$ cat config.mk
export PLATFORM = sky130hd
export DESIGN_NAME = imem_loader_flat
export DESIGN_NICKNAME = d
export VERILOG_FILES = /design/src/rtl/imem_loader_pkg.sv /design/src/rtl/imem_loader_if.sv /design/src/rtl/imem_loader_word_packer.sv /design/src/rtl/imem_loader.sv /design/src/flat_wrapper.sv
export SDC_FILE = /design/constraint.sdc
export NUM_CORES = 1
export LEC_CHECK = 0
export CORE_MARGIN = 4
export CORE_UTILIZATION = 40
export DETAILED_ROUTE_END_ITERATION = 10
export PLACE_DENSITY_LB_ADDON = 0.2
export SKIP_LAST_GASP = 1
export SYNTH_ARGS = -nofsm -noshare
export SYNTH_HDL_FRONTEND = slang
export SYNTH_HIERARCHICAL = 1
export SYNTH_SLANG_ARGS = --single-unit
$ cat constraint.sdc
create_clock -name clk -period 3.25 [get_ports clk]
set_clock_uncertainty 0.05 [all_clocks]
set_input_delay 0.325 -clock clk [delete_from_list [all_inputs] [get_ports clk]]
set_output_delay 0.325 -clock clk [all_outputs]
set_load 0.02 [all_outputs]
$ cat src/rtl/imem_loader_pkg.sv
// imem_loader_pkg: shared types and constants for the instruction-memory loader
//   state_t        : loader FSM states
//   WIDTH/DEPTH    : default word width (bits) and memory depth (words)
//   ADDR_WIDTH     : default write address width
//   BYTES_PER_WORD : stream bytes packed into one word
//   BCNT_W         : width of the in-word byte counter
package imem_loader_pkg;
    localparam int WIDTH = 32;
    localparam int DEPTH = 256;
    localparam int ADDR_WIDTH = 8;
    localparam int BYTES_PER_WORD = WIDTH / 8;
    localparam int BCNT_W = BYTES_PER_WORD > 1 ? $clog2(BYTES_PER_WORD) : 1;
    typedef enum logic [1:0] {IDLE, LOAD, WRITE, DONE} state_t;
endpackage

$ cat src/rtl/imem_loader_if.sv
// imem_loader_if: control, byte handshake and memory write signals of the loader
//   start/num_words         : load request and image length in words
//   byte_valid/byte_data    : byte source side of the handshake
//   byte_ready              : loader accepts a byte this cycle
//   A/WD/WE                 : synchronous memory write port
//   cpu_hold/done/err       : core hold, image complete, illegal length
//   master drives requests and bytes; slave is the loader
interface imem_loader_if #(
    parameter int Width     = 32,
    parameter int AddrWidth = 8
);
    logic                 start;
    logic [AddrWidth:0]   num_words;
    logic                 byte_valid;
    logic [7:0]           byte_data;
    logic                 byte_ready;
    logic [AddrWidth-1:0] A;
    logic [Width-1:0]     WD;
    logic                 WE;
    logic                 cpu_hold;
    logic                 done;
    logic                 err;
    modport master (
        output start, num_words, byte_valid, byte_data,
        input  byte_ready, A, WD, WE, cpu_hold, done, err
    );
    modport slave (
        input  start, num_words, byte_valid, byte_data,
        output byte_ready, A, WD, WE, cpu_hold, done, err
    );
endinterface

$ cat src/rtl/imem_loader_word_packer.sv
// word_packer: assembles little-endian bytes into a word and tracks the byte position
//   clk, reset : clock and asynchronous active-high reset
//   strobe_i   : a byte transfers at this edge
//   clear_i    : restart at byte 0
//   byte_i     : stream byte
//   word_o     : assembled word including the byte currently offered
//   last_o     : the current byte position is the final lane of the word
module word_packer
    import imem_loader_pkg::*;
#(
    parameter int Width = WIDTH
) (
    input  logic             clk,
    input  logic             reset,
    input  logic             strobe_i,
    input  logic             clear_i,
    input  logic [7:0]       byte_i,
    output logic [Width-1:0] word_o,
    output logic             last_o
);
    localparam int Bpw = Width / 8;
    localparam int Cw = Bpw > 1 ? $clog2(Bpw) : 1;
    logic [Cw-1:0]    cnt_q, cnt_d;
    logic [Width-1:0] acc_q;
    // word_o already carries the incoming byte so the last byte can be latched in the same edge
    always_comb begin
        word_o = acc_q;
        word_o[{cnt_q, 3'b000} +: 8] = byte_i;
    end
    assign last_o = cnt_q == Cw'(Bpw - 1);
    assign cnt_d = clear_i ? '0 : !strobe_i ? cnt_q : last_o ? '0 : cnt_q + 1'b1;
    always_ff @(posedge clk or posedge reset) begin
        if (reset) begin
            cnt_q <= '0;
            acc_q <= '0;
        end else begin
            cnt_q <= cnt_d;
            if (strobe_i) acc_q <= word_o;
        end
    end
endmodule

$ cat src/rtl/imem_loader.sv
// imem_loader: packs a byte stream into words, writes them to instruction memory and holds the core meanwhile
//   clk, reset : clock and asynchronous active-high reset
//   bus        : slave side of imem_loader_if (request, byte handshake, write port, status)
module imem_loader
    import imem_loader_pkg::*;
#(
    parameter int Width     = WIDTH,
    parameter int Depth     = DEPTH,
    parameter int AddrWidth = ADDR_WIDTH
) (
    input logic          clk,
    input logic          reset,
    imem_loader_if.slave bus
);
    localparam logic [AddrWidth:0] DepthW = (AddrWidth + 1)'(Depth);
    state_t               state_q;
    logic                 ready_q, we_q, hold_q, done_q, err_q;
    logic [AddrWidth-1:0] a_q;
    logic [Width-1:0]     wd_q, word;
    logic [AddrWidth:0]   widx_q, nw_q;
    logic                 go, bad, xfer, last;
    assign go = bus.start && (state_q == IDLE || state_q == DONE);
    assign bad = bus.num_words == '0 || bus.num_words > DepthW;
    // ready is only ever high in LOAD, so a transfer implies LOAD
    assign xfer = bus.byte_valid && ready_q;
    word_packer #(.Width(Width)) u_packer (
        .clk      (clk),
        .reset    (reset),
        .strobe_i (xfer),
        .clear_i  (go),
        .byte_i   (bus.byte_data),
        .word_o   (word),
        .last_o   (last)
    );
    always_ff @(posedge clk or posedge reset) begin
        if (reset) begin
            state_q <= IDLE;
            ready_q <= 1'b0;
            we_q    <= 1'b0;
            hold_q  <= 1'b1;
            done_q  <= 1'b0;
            err_q   <= 1'b0;
            a_q     <= '0;
            wd_q    <= '0;
            widx_q  <= '0;
            nw_q    <= '0;
        end else begin
            we_q <= 1'b0;
            case (state_q)
                IDLE, DONE: if (go) begin
                    if (bad) begin
                        state_q <= DONE;
                        err_q   <= 1'b1;
                        done_q  <= 1'b1;
                        hold_q  <= 1'b0;
                    end else begin
                        state_q <= LOAD;
                        nw_q    <= bus.num_words;
                        widx_q  <= '0;
                        err_q   <= 1'b0;
                        done_q  <= 1'b0;
                        hold_q  <= 1'b1;
                        ready_q <= 1'b1;
                    end
                end
                LOAD: if (xfer && last) begin
                    state_q <= WRITE;
                    ready_q <= 1'b0;
                    we_q    <= 1'b1;
                    a_q     <= widx_q[AddrWidth-1:0];
                    wd_q    <= word;
                end
                WRITE: if (widx_q == nw_q - 1'b1) begin
                    state_q <= DONE;
                    done_q  <= 1'b1;
                    hold_q  <= 1'b0;
                end else begin
                    state_q <= LOAD;
                    widx_q  <= widx_q + 1'b1;
                    ready_q <= 1'b1;
                end
                default: state_q <= IDLE;
            endcase
        end
    end
    assign bus.byte_ready = ready_q;
    assign bus.A = a_q;
    assign bus.WD = wd_q;
    assign bus.WE = we_q;
    assign bus.cpu_hold = hold_q;
    assign bus.done = done_q;
    assign bus.err = err_q;
endmodule

$ cat src/flat_wrapper.sv
// flat-port wrapper written by rule: the top's interface ports become plain ports
module imem_loader_flat import imem_loader_pkg::*;
#(
    parameter int Width     = WIDTH,
    parameter int Depth     = DEPTH,
    parameter int AddrWidth = ADDR_WIDTH
)
  (clk, reset, bus_start, bus_num_words, bus_byte_valid, bus_byte_data, bus_byte_ready, bus_A, bus_WD, bus_WE, bus_cpu_hold, bus_done, bus_err);
  imem_loader_if #(.Width(Width), .AddrWidth(AddrWidth)) bus_i ();
  input logic clk;
  input logic reset;
  input wire logic [$bits(bus_i.start)-1:0] bus_start;
  input wire logic [$bits(bus_i.num_words)-1:0] bus_num_words;
  input wire logic [$bits(bus_i.byte_valid)-1:0] bus_byte_valid;
  input wire logic [$bits(bus_i.byte_data)-1:0] bus_byte_data;
  output wire logic [$bits(bus_i.byte_ready)-1:0] bus_byte_ready;
  output wire logic [$bits(bus_i.A)-1:0] bus_A;
  output wire logic [$bits(bus_i.WD)-1:0] bus_WD;
  output wire logic [$bits(bus_i.WE)-1:0] bus_WE;
  output wire logic [$bits(bus_i.cpu_hold)-1:0] bus_cpu_hold;
  output wire logic [$bits(bus_i.done)-1:0] bus_done;
  output wire logic [$bits(bus_i.err)-1:0] bus_err;
  assign bus_i.start = bus_start;
  assign bus_i.num_words = bus_num_words;
  assign bus_i.byte_valid = bus_byte_valid;
  assign bus_i.byte_data = bus_byte_data;
  assign bus_byte_ready = bus_i.byte_ready;
  assign bus_A = bus_i.A;
  assign bus_WD = bus_i.WD;
  assign bus_WE = bus_i.WE;
  assign bus_cpu_hold = bus_i.cpu_hold;
  assign bus_done = bus_i.done;
  assign bus_err = bus_i.err;
  imem_loader #(.Width(Width), .Depth(Depth), .AddrWidth(AddrWidth)) u_core (.clk(clk), .reset(reset), .bus(bus_i));
endmodule
# Yosys cells after proc, flatten, opt, wreduce, memory -nomap -nowiden
# Cells that the tools add are included.
# totals
latch_bits,0
ff_bits,99
inputBits,21
wordCells,75
out_inout_bits,45
mem_bits_ro,0
memories,0
ramBits,0
# op_classes
shift,2
n_reduce_logical,17
bitwise_logic,1
n_addsub,4
muxes,28
magnitude_cmp,1
eq_ne,10
n_div,0
multipliers,0
# op_table
op,count
32-bit bitwise mux,1
8-bit by 7-bit variable shift with 32-bit output (first input constant),1
8-bit by 7-bit variable part select with 32-bit output,1
9-bit two-way mux,3
9-bit one-hot mux with 2 select lines,1
2-bit two-way mux,7
1-bit two-way mux,12
9-bit by 1-bit adder with 9-bit output (second input constant),1
9-bit equality test,1
9-bit > comparator (second input constant),1
9-bit zero test,1
9-bit by 1-bit subtractor with 9-bit output (second input constant),1
4-bit AND reduction,2
5-bit negation with 7-bit output,1
2-bit equality test (second input constant),3
2-bit inequality test (second input constant),3
2-bit one-hot mux with 3 select lines,1
2-bit AND reduction,3
3-bit AND reduction,2
2-bit by 1-bit inequality test with 1-bit output (second input constant),2
1-bit one-hot mux with 2 select lines,2
2-bit nonzero test,2
1-bit logical AND,3
1-bit one-hot mux with 3 select lines,1
other kinds (6),7

# Longest topological paths before layout
# Gate-level depths: netlist of run 1.
# depth
depth_word,5
mapped_depth,9
mapped_depth_nobuf,8

# By module
# Netlist of run 1, hierarchy kept.
# by_module_without_submodules
mod,instances,cells_each,seq_area_each_um2,area_each_um2
imem_loader,1,330,1627.8,3051.7
word_packer,1,187,850.8,2075.7

# Worst setup path before layout of run 1
# OpenSTA, ideal clock, no wires.
# synth_timing
path_kind,reg-to-reg
start,register u_core.nw_q[0]
end,register u_core.widx_q[5]
path_stages_with_launch,10
required_time_ns,3.069
n_path_buf,1
setup_ns,0.131
arrival_ns,2.112
slack_ns,0.957
synth_period_minus_slack_ns,2.293
cell_sequence,dfrtp_1 -> inv_1 -> ha_1 -> nor4b_1 -> xnor2_1 -> nor4_2 -> o2111a_2 -> buf_6 -> o31ai_4 -> o41ai_2
# synth_between
elab_chain_len,4
# synth_lines
item,line,rtl
"start, declared",imem_loader.sv:20,"logic [AddrWidth:0] widx_q, nw_q;"
"start signal, assigned",imem_loader.sv:58,nw_q <= bus.num_words;
9-bit by 1-bit subtractor with 9-bit output,imem_loader.sv:73,WRITE: if (widx_q == nw_q - 1'b1) begin
9-bit equality test,imem_loader.sv:73,
2-bit inequality test (no line),-,
4-bit AND reduction (no line),-,
"end signal, assigned",imem_loader.sv:79,widx_q <= widx_q + 1'b1;
"end, declared",imem_loader.sv:20,
# No other way between the ends.
# A chain may end at the register's enable or synchronous reset.

# Worst setup path in the final report of run 1
# layout_timing
start,register u_core.nw_q[0]
end,register u_core.widx_q[6]
# The elaborated chain is that of the path after synthesis.

==> implementation parameters, run 1 <==
Parameter                              Value

Outcome
  Result of the run    finished clean

Cells and area
  Fraction of final layout cells with drive strength greater than 1    0.106
  Ant. Diodes    0
  Number of nets in the finished design    601
  Post-Layout Cell Count    746
  Finished Cell Area    0.00624 mm2
  Utilization after layout    0.497
  Synthesis-to-layout area growth    21.7%

Synth
  Flop and latch count out of synthesis    99
  Yosys Warn Count    6
  Count of mapped cells out of synthesis    517
  Main flop type after synthesis    sky130_fd_sc_hd__dfrtp_1
  Mapped Area    0.00513 mm2
  Share of flip-flops with an asynchronous set or reset    1.00
  Synth Net Count    549
  Post-synthesis sequential area ratio    0.483
  Count of flip-flops with a built-in enable after synthesis    0
  Mean cell area of the mapped netlist    9.92 um2
  Count of different cell masters after synthesis    65

Timing
  Final min period    2.68 ns
  Worst hold-check slack    0.373 ns
  Max Fclk    0.373 GHz
  Max-slew headroom    0.536
  Unrepaired setup endpoints after global routing    false
  Number of hold-slack violations in the final timing report    0
  Period utilization    0.824
  Post-route setup slack    0.572 ns
  Summed negative setup slack over all endpoints    0 ns
  Max-slew violation count    0
  Setup Viol. Count Final    0
  Slew @ Worst Pin    0.695 ns

Clocking
  CTS tree    yes
  Clock tree buffer depth    2
  Deepest level of the CTS H-tree    3
  Latest clock arrival within the worst-skew pair    0.35 ns
  Cells resized by post-CTS repair    0
  Sinks on the clock net    99
  Total setup buffers inserted after CTS    0
  Root buf cell    sky130_fd_sc_hd__clkbuf_16
  Total CTS buffers    9
  Clock transition at the registers of the reported paths    0.07 ns
  Cts-stage hold buffer count    0

Critical path
  Kind of critical path    reg -> reg
  Req. time, crit path    3.44 ns
  Largest fanout of any net on the critical path    14
  Arrival time of the worst setup path    2.87 ns
  Kind of start point of the critical path    register
  Endpoint kind of the worst setup timing path    register

Placed design
  Port buffer count    65
  Final weighted congestion in routability-driven placement    0.780
  Pre-CTS setup slack    0.649 ns
  Post-detailed-placement half-perimeter wirelength    8560 um
  Area after DPL    0.00590 mm2
  Placed Cells    730

Route
  Routed len/inst    16.3 um
  Iter 0 DRT Violations    275
  Routed WL    12200 um
  DRC violation count after routing    0
  Total via count in the routed design    3993
  Pre-Repair DR Iteration Count    4
  Vias per cell    5.35
  Number of routed nets with antenna violations    0

Die
  Die Height    121 um
  Die Footprint    0.0147 mm2
  I/O pin total    66
  Effective utilization at floorplan    0.408
  Area of the placeable core    0.0126 mm2
  Die width    121 um
  Number of placement rows    41

Global routing
  Antenna violations before repair    0
  Pin count of the biggest net entering global routing    37
  Global routing usage summed across all routing layers    0.178
  Overflow after GRT    0
  Wire length of the first global-routing pass    20700 um
  Number of global-route vias before repair    4045

Pwr
  IR drop worst, VDD    352 uV
  Total power per unit cell area    710 mW/mm2
  Leakage dissipation    2.77 nW
  Total power consumption of the routed design    4.43 mW

Min path
  Hold Path Class    in -> async

Run
  Max-Cap Viols    0
[cells in the mapped netlist (6+ instances only)]
cell                          n  share of area
sky130_fd_sc_hd__a22o_1      13          0.022
sky130_fd_sc_hd__buf_2       10         0.0098
sky130_fd_sc_hd__o31ai_1     11          0.016
sky130_fd_sc_hd__dfrtp_1     98           0.48
sky130_fd_sc_hd__a32o_1      10          0.020
sky130_fd_sc_hd__nand3b_1     7          0.010
sky130_fd_sc_hd__nand2_1    137           0.10
sky130_fd_sc_hd__nor2_1      11         0.0081
sky130_fd_sc_hd__o21ai_0      8         0.0078
sky130_fd_sc_hd__ha_1        11          0.027
sky130_fd_sc_hd__mux2_2       8          0.018
sky130_fd_sc_hd__o2bb2ai_1   25          0.043
sky130_fd_sc_hd__xnor2_1      7          0.012
sky130_fd_sc_hd__inv_1       22          0.016
sky130_fd_sc_hd__nand4b_1     6          0.010
sky130_fd_sc_hd__and2_1       7         0.0085
sky130_fd_sc_hd__clkbuf_1    15          0.011
sky130_fd_sc_hd__nand3_1     20          0.020
[layout make-up]
class	instances	area, um2
well taps	172	215
repair buffers	74	731
fillers	1194	6330
multi-input cells	363	2390
flip-flops and latches	99	2480
clock inverters	7	116
clock buffers	9	225
inverters	22	82.6
[registers in the layout, summed over array words and instances, names as in the netlist]
signal                 count
u_core/bus.A               8
u_core/bus.WD             32
u_core/bus.WE              1
u_core/bus.byte_ready      1
u_core/bus.cpu_hold        1
u_core/bus.done            1
u_core/bus.err             1
u_core/nw_q                9
u_core/state_q             2
u_core/u_packer/acc_q     32
u_core/u_packer/cnt_q      2
u_core/widx_q              9
[final timing paths]
path | startpoint | end | cells past startpoint | slack [ns]
setup / recovery | u_core/nw_q[0] | u_core/widx_q[6] | 8 | 0.57
hold / removal | reset | u_core/bus.err | 2 | 0.37
setup reg to reg | u_core/nw_q[0] | u_core/widx_q[6] | 8 | 0.57
hold reg to reg | u_core/bus.WD[12] | u_core/bus.WD[12] | 2 | 0.42
max in group asynchronous | reset | u_core/bus.cpu_hold | 3 | 2.09
min in group clk | u_core/bus.WD[12] | u_core/bus.WD[12] | 2 | 0.42
[layout by cell type (no fill, tap or decap), types with 9 or more instances in the layout]
| cell | netlist | final |
|---|---|---|
| sky130_fd_sc_hd__dfrtp_1 | 98 | 98 |
| sky130_fd_sc_hd__nor2_1 | 11 | 11 |
| sky130_fd_sc_hd__ha_1 | 11 | 11 |
| sky130_fd_sc_hd__clkbuf_16 | 0 | 9 |
| sky130_fd_sc_hd__a22o_1 | 13 | 13 |
| sky130_fd_sc_hd__a32o_1 | 10 | 10 |
| sky130_fd_sc_hd__inv_1 | 22 | 21 |
| sky130_fd_sc_hd__clkdlybuf4s50_1 | 0 | 65 |
| sky130_fd_sc_hd__nand3_1 | 20 | 20 |
| sky130_fd_sc_hd__o2bb2ai_1 | 25 | 25 |
| sky130_fd_sc_hd__nand2_1 | 137 | 137 |
| sky130_fd_sc_hd__o31ai_1 | 11 | 11 |
[worst max-delay path: stages (launching register included)]
cell and delay (ns):
sky130_fd_sc_hd__dfrtp_1 0.43, sky130_fd_sc_hd__inv_1 0.09, sky130_fd_sc_hd__ha_1 0.22, sky130_fd_sc_hd__nor4b_1 0.50, sky130_fd_sc_hd__nand3_1 0.15, sky130_fd_sc_hd__a22oi_1 0.33
sky130_fd_sc_hd__o2111a_2 0.47, sky130_fd_sc_hd__nor2_1 0.09, sky130_fd_sc_hd__a41o_1 0.23
[power breakdown]
| part | switching, mW | internal, mW | total [mW] |
|---|---|---|---|
| clock network | 0.469 | 0.751 | 1.22 |
| logic | 0.961 | 0.651 | 1.61 |
| registers | 0.177 | 1.42 | 1.60 |
[routing by layer]
layer	vias to the layer above	GRT usage	share of wire
met5	-	0	0
met4	0	0.0546	0.017
met3	17	0.0401	0.043
met2	86	0.273	0.46
met1	1954	0.251	0.48
li1	1936	-	-
[logic make-up (layout without fill, tap and decap cells)]
family | count (synthesis) | after routing | synth area share
muxes | 14 | 14 | 0.0305
and+or+nand+nor | 220 | 220 | 0.209
DFF | 99 | 99 | 0.483
buffers and inverters | 55 | 112 | 0.0498
AOI/OAI and AO/OA | 109 | 109 | 0.185
adders and majority gates | 11 | 11 | 0.0268
xor gates and xnor gates | 9 | 9 | 0.0154
Power figures use the tool's default switching activity.
==> run 2, diff against run 1 <==
==> constraint.sdc (replaced) <==
create_clock -name clk -period 2.4 [get_ports clk]
set_clock_uncertainty 0.05 [all_clocks]
set_input_delay 0.24 -clock clk [delete_from_list [all_inputs] [get_ports clk]]
set_output_delay 0.24 -clock clk [all_outputs]
set_load 0.02 [all_outputs]
==> run 2 against run 1 <==
Compared with the run above: core utilization rose by 1.9 points; die area did not move; critical endpoint is now u_core/widx_q[3]; final cell count is 3.4% higher; highest routed layer unchanged; routed wire length up 3.5%; combinational power increased by 51%; clock power increased by 44%.
==> implementation parameters, run 2 (synthesized netlist as in run 1, its figures left out) <==
Parameter                              Value

Critical path
  Crit-path cells    or3_4 > o31a_1 > o211a_1 > o2111a_2 > buf_4 > o31ai_1 > o31ai_1
  Worst setup slack for register-to-register paths    0.09 ns (-0.48 ns)
  Peak per-stage delay on the critical path    0.39 ns (-0.11 ns)
  Cell repeated most along the worst path    sky130_fd_sc_hd__o31ai_1
  Largest fanout of any net on the critical path    9 (-5)
  Worst Reg-to-Reg Cells    7 (-1)
  Crit path max-delay cell type    sky130_fd_sc_hd__or3_4
  Arrival time of the worst setup path    2.48 ns (-0.39 ns)
  Req. time, crit path    2.57 ns (-0.87 ns)
  Kind of start point of the critical path    register
  Worst setup path startpoint    u_core/nw_q[2]
  Destination of the worst register-to-register timing path    u_core/widx_q[3]
  Endpoint kind of the worst setup timing path    register
  Kind of critical path    reg -> reg
  Critical Path Sink    u_core/widx_q[3]
  Critical register-to-register path startpoint    u_core/nw_q[2]

Pwr
  IR drop worst, VDD    584 uV (+66%)
  Power Internal    4.08 mW (+44%)
  Total power per unit cell area    973 mW/mm2 (+37%)
  Register share of total power    0.335 (-0.026)
  Leakage dissipation    2.91 nW (+4.8%)
  Total net switching power    2.23 mW (+39%)
  Switching share of total power    0.354 (-0.00896)
  Share of total power in combinational logic    0.386 (+0.022)
  Share of total power in the clock network    0.279 (+0.004)

Global routing
  Pin count of the biggest net entering global routing    36 (-2.7%)
  Antenna violations before repair    0 (unchanged)
  Global routing usage summed across all routing layers    0.185 (+0.00679)
  Wire length of the first global-routing pass    21400 um (+3.5%)
  Overflow after GRT    0 (unchanged)
  Number of global-route vias before repair    4211 (+4.1%)

Route
  Iter 0 DRT Violations    235 (-15%)
  Vias per cell    5.36 (about the same)
  Routed len/inst    16.3 um (+0.13%)
  Total via count in the routed design    4129 (+3.4%)
  Routed WL    12600 um (+3.5%)
  Number of routed nets with antenna violations    0 (unchanged)
  DRC violation count after routing    0 (unchanged)
  Pre-Repair DR Iteration Count    4 (unchanged)

Cells and area
  Most frequent cells in the layout    sky130_fd_sc_hd__nand2_1 (137), sky130_fd_sc_hd__dfrtp_1 (98), sky130_fd_sc_hd__clkdlybuf4s50_1 (65)
  Fraction of final layout cells with drive strength greater than 1    0.149 (+0.0423)
  Most frequent standard cell in the layout excluding fill and tap cells    sky130_fd_sc_hd__nand2_1
  Post-Layout Cell Count    771 (+3.4%)
  Fillcell total    1191 (-0.25%)
  Synthesis-to-layout area growth    26.4%
  Finished Cell Area    0.00648 mm2 (+3.8%)
  Utilization after layout    0.516 (+0.0191)
  Number of nets in the finished design    626 (+4.2%)
  Ant. Diodes    0 (unchanged)

Timing
  Final min period    2.31 ns (-0.370 ns)
  Slew @ Worst Pin    0.602 ns (-0.0934 ns)
  Period utilization    0.962 (+0.138)
  Max-slew violation count    0 (unchanged)
  Worst hold-check slack    0.185 ns (-0.188 ns)
  Unrepaired setup endpoints after global routing    true
  Max-slew headroom    0.594 (+0.0580)
  Max Fclk    0.433 GHz (+16%)
  Number of hold-slack violations in the final timing report    0 (unchanged)
  Setup Viol. Count Final    0 (unchanged)
  Post-route setup slack    0.0920 ns (-0.480 ns)

Outcome
  Result of the run    finished clean

Run
  Max-Cap Viols    0 (unchanged)

Clocking
  Deepest level of the CTS H-tree    3 (unchanged)
  Clock transition at the registers of the reported paths    0.07 ns (about the same)
  Root buf cell    sky130_fd_sc_hd__clkbuf_16
  Clock tree buffer depth    2 (unchanged)
  Total CTS buffers    9 (unchanged)
  Latest clock arrival within the worst-skew pair    0.34 ns (about the same)
  CTS tree    yes
  Sinks on the clock net    99 (unchanged)

Placed design
  Final weighted congestion in routability-driven placement    0.820 (+5.2%)
  Area after DPL    0.00609 mm2 (+3.1%)
  Pre-CTS setup slack    -0.0281 ns (-0.677 ns)
  Port buffer count    65 (unchanged)
  Placed Cells    753 (+3.2%)
  Post-detailed-placement half-perimeter wirelength    8960 um (+4.7%)

Die
  Effective utilization at floorplan    0.408 (unchanged)
  Area of the placeable core    0.0126 mm2 (unchanged)
  I/O pin total    66 (unchanged)
  Die width    121 um (unchanged)
  Number of placement rows    41 (unchanged)
  Die Footprint    0.0147 mm2 (unchanged)
  Die Height    121 um (unchanged)

Min path
  Hold Path Class    in -> async
## run 2: cell types whose count changed in the layout (fill, tap and decap cells not counted), sizes merged
cell / change
buf: +25
clkinvlp: +1
clkinv: -2
bufinv: +1
## run 2: power by group through the flow
| stage | clock (mW) | combinational [mW] | sequential, mW |
|---|---|---|---|
| floorplan | 0 | 1.64 | 2.21 |
| global placement | 0 | 2.34 | 2.14 |
| detailed placement | 0 | 2.40 | 2.15 |
| CTS | 1.82 | 2.42 | 2.12 |
| global route | 1.89 | 2.68 | 2.16 |
| finish | 1.76 | 2.43 | 2.12 |
## run 2: how the worst min path moves through the flow
| stage | to | slack (ns) | cells after the start |
|---|---|---|---|
| 6_report | u_core/bus.err | 0.19 | 2 |
| 5_1_grt | u_core/bus.err | 0.22 | 2 |
| 4_1_cts | u_core/bus.err | 0.19 | 2 |
| 3_5_place_dp | u_core/bus.WD[8] | 0.41 | 2 |
| 3_3_place_gp | u_core/bus.WD[17] | 0.41 | 2 |
| 2_1_floorplan | u_core/nw_q[0] | 0.31 | 2 |
## run 2: per-stage QoR
| stage | power [mW] | TNS [ns] |
|---|---|---|
| detailed placement | 4.55 | -0.0392 |
| global route | 6.73 | -0.0755 |
| finish | 6.31 | 0 |
| global placement | 4.48 | 0 |
| CTS | 6.35 | 0 |
| floorplan | 3.85 | 0 |
## run 2: repair_timing
item,4_1_cts,5_1_grt
hold buffers,0,0
gates resized for setup,0,3
pin swaps,1,0
buffers inserted,2,0
setup endpoints to repair,1,9
## run 2: layout make-up
| cell class | count | area (um2) | area share |
|---|---|---|---|
| Clock buffer | 9 | 225 | 0.0347 |
| Sequential cell | 99 | 2480 | 0.382 |
| Timing Repair Buffer | 99 | 931 | 0.144 |
| Inverter | 22 | 82.6 | 0.0127 |
| Multi-Input combinational cell | 363 | 2410 | 0.372 |
| Tap cell | 172 | 215 | 0.0332 |
| Clock inverter | 7 | 140 | 0.0216 |
## run 2: routing by layer
metal	GRT usage	share of wire	wire, um	up-vias
li1	-	-	-	1993
met1	0.252	0.47	5890	2019
met2	0.297	0.47	5960	104
met3	0.0331	0.047	588	13
met4	0.0644	0.012	156	0
met5	0	0	0	-
## run 2: worst max-delay path: cells and delay by family (launching register included)
family | cells | cell delay, ns
DFF | 1 | 0.38
AOI/OAI and AO/OA | 5 | 1.19
and+or+nand+nor | 1 | 0.39
buffers and inverters | 1 | 0.18
==> run 3, diff against run 2 <==
--- a/config.mk
+++ b/config.mk
@@ -6,7 +6,7 @@
 export NUM_CORES = 1
 export LEC_CHECK = 0
 export CORE_MARGIN = 4
-export CORE_UTILIZATION = 40
+export CORE_UTILIZATION = 37
 export DETAILED_ROUTE_END_ITERATION = 10
 export PLACE_DENSITY_LB_ADDON = 0.2
 export SKIP_LAST_GASP = 1
==> run 3 against run 2 <==
Compared with the run above: worst hold slack lost 0.072 ns; fmax increased by 0.71%; final cell count up 0.26%; clock power fell by 9.7%; die area up 7.6%; core utilization down 3.4 points; global-route usage shrank 1.7 points.
==> implementation parameters, run 3 (synthesized netlist as in run 1, its figures left out) <==
Parameter                              Value

Outcome
  Result of the run    finished clean

Critical path
  Buf+Inv Stages, Crit Path    1 (unchanged)
  Crit-path cells    or3_4 > o31a_1 > o211a_1 > o2111a_2 > buf_4 > o31ai_1 > o21ai_1
  Kind of critical path    reg -> reg
  Endpoint kind of the worst setup timing path    register
  Worst Reg-to-Reg Cells    7 (unchanged)
  Peak per-stage delay on the critical path    0.39 ns (about the same)
  Kind of start point of the critical path    register
  Arrival time of the worst setup path    2.46 ns (-0.02 ns)
  Req. time, crit path    2.57 ns (about the same)
  Cell family contributing the most delay on the critical path    compound AO/OA/AOI/OAI gates
  Crit path max-delay cell type    sky130_fd_sc_hd__or3_4
  Largest fanout of any net on the critical path    5 (-4)
  Instance count on the critical path    7 (unchanged)

Cells and area
  Most frequent standard cell in the layout excluding fill and tap cells    sky130_fd_sc_hd__nand2_1
  Area taken by multi-input logic gates    0.00241 mm2 (about the same)
  Synthesis-to-layout area growth    25.8%
  Ant. Diodes    0 (unchanged)
  Number of nets in the finished design    624 (-0.32%)
  Fillcell total    1289 (+8.2%)
  Fraction of final layout cells with drive strength greater than 1    0.142 (-0.00620)
  Area taken by flip-flops and latches    0.00248 mm2 (unchanged)
  Finished Cell Area    0.00645 mm2 (-0.50%)
  Most frequent cells in the layout    sky130_fd_sc_hd__nand2_1 (137), sky130_fd_sc_hd__dfrtp_1 (98), sky130_fd_sc_hd__clkdlybuf4s50_1 (65)
  Utilization after layout    0.481 (-0.0345)

Timing
  Number of hold-slack violations in the final timing report    0 (unchanged)
  Unrepaired setup endpoints after global routing    true
  Max-slew headroom    0.591 (-0.00385)
  Setup Viol. Count Final    0 (unchanged)
  Period utilization    0.955 (-0.00676)
  Slew @ Worst Pin    0.608 ns (+0.00572 ns)
  Max Fclk    0.436 GHz (+0.71%)
  Max-slew violation count    0 (unchanged)
  Final min period    2.29 ns (-0.0162 ns)

Route
  Number of routed nets with antenna violations    0 (unchanged)
  Routed len/inst    16.5 um (+0.86%)
  Pre-Repair DR Iteration Count    4 (unchanged)
  Vias per cell    5.31 (-0.86%)
  Routed WL    12700 um (+1.1%)
  Total via count in the routed design    4104 (-0.61%)
  DRC violation count after routing    0 (unchanged)
  Iter 0 DRT Violations    318 (+35%)

Die
  I/O pin total    66 (unchanged)
  Number of placement rows    42 (+2.4%)
  Area of the placeable core    0.0134 mm2 (+6.6%)
  Effective utilization at floorplan    0.383 (-0.0253)
  Die width    126 um (+3.7%)
  Die Footprint    0.0158 mm2 (+7.6%)
  Die Height    126 um (+3.7%)

Pwr
  Switching share of total power    0.361 (+0.00779)
  Leakage dissipation    2.89 nW (-0.74%)
  Total power per unit cell area    955 mW/mm2 (-1.9%)
  Total power consumption of the routed design    6.16 mW (-2.4%)
  Share of total power in the clock network    0.259 (-0.020)
  Register share of total power    0.345 (+0.010)
  Total net switching power    2.22 mW (-0.27%)
  IR drop worst, VDD    479 uV (-18%)
  Share of total power in combinational logic    0.396 (+0.010)
  Power Internal    3.93 mW (-3.6%)

Clocking
  Latest clock arrival within the worst-skew pair    0.35 ns (about the same)
  Clock transition at the registers of the reported paths    0.07 ns (about the same)
  Sinks on the clock net    99 (unchanged)
  CTS tree    yes
  Root buf cell    sky130_fd_sc_hd__clkbuf_16
  Deepest level of the CTS H-tree    3 (unchanged)
  Total CTS buffers    9 (unchanged)
  Clock tree buffer depth    2 (unchanged)

Placed design
  Final weighted congestion in routability-driven placement    0.820 (about the same)
  Port buffer count    65 (unchanged)
  Area after DPL    0.00610 mm2 (+0.16%)
  Post-detailed-placement half-perimeter wirelength    9020 um (+0.59%)

Global routing
  Wire length of the first global-routing pass    21600 um (+0.87%)
  Global routing usage summed across all routing layers    0.168 (-0.0168)
  Pin count of the biggest net entering global routing    56 (+56%)
  Overflow after GRT    0 (unchanged)
  Antenna violations before repair    0 (unchanged)
  Number of global-route vias before repair    4214 (+0.071%)

Run
  Max-Cap Viols    0 (unchanged)

Min path
  Hold Path Class    in -> async
-- run 3: cell count changes in the layout (fill, tap and decap cells not counted), sizes merged --
| cell | change |
|---|---|
| bufinv | -2 |
| buf | -2 |
| clkinvlp | -1 |
| clkbuf | +3 |
-- run 3: power groups by stage --
stage	Clock (mW)	Combinational [mW]	Sequential, mW
after floorplan	0	1.64	2.21
after CTS	1.64	2.43	2.12
after detailed placement	0	2.41	2.15
after global placement	0	2.37	2.14
after global routing	1.71	2.69	2.16
final	1.59	2.44	2.12
-- run 3: layout make-up --
class,instances,share of cell area
Tap cell,176,0.0341
Multi-Input combinational cell,363,0.374
Timing Repair Buffer,97,0.144
Sequential cell,99,0.384
Inverter,22,0.0128
Clock buffer,12,0.0398
Clock inverter,4,0.0113
-- run 3: path summary, 6_finish.rpt --
path / start / to / slack (ns)
hold / removal: reset / u_core/bus.err / 0.11
setup reg to reg: u_core/nw_q[2] / u_core/widx_q[2] / 0.11
setup / recovery: u_core/nw_q[2] / u_core/widx_q[2] / 0.11
min in group clk: u_core/bus.WD[8] / u_core/bus.WD[8] / 0.42
max in group asynchronous: reset / u_core/bus.cpu_hold / 1.58
hold reg to reg: u_core/bus.WD[8] / u_core/bus.WD[8] / 0.42
-- run 3: metrics by stage --
step                setup TNS, ns  cells  setup WS (ns)  hold WS (ns)
finish                          0    773          0.108         0.113
detailed placement        -0.0209    756        -0.0182         0.412
CTS                             0    772         0.0569         0.110
global placement                0    756         0.0301         0.407
global route              -0.0434    773        -0.0281         0.141
floorplan                       0    517          0.107         0.307
-- run 3: timing repair --
item                                    in CTS  in global routing
endpoints found under the setup margin       0                  4
hold endpoints to repair                     0                  0
setup buffers                                0                  1
hold buffers                                 0                  0
resized for setup                            0                  3
-- run 3: metal layers --
layer	share of wire	GRT usage
met1	0.48	0.228
met2	0.47	0.269
met3	0.037	0.0334
met4	0.017	0.0587
met5	0	0
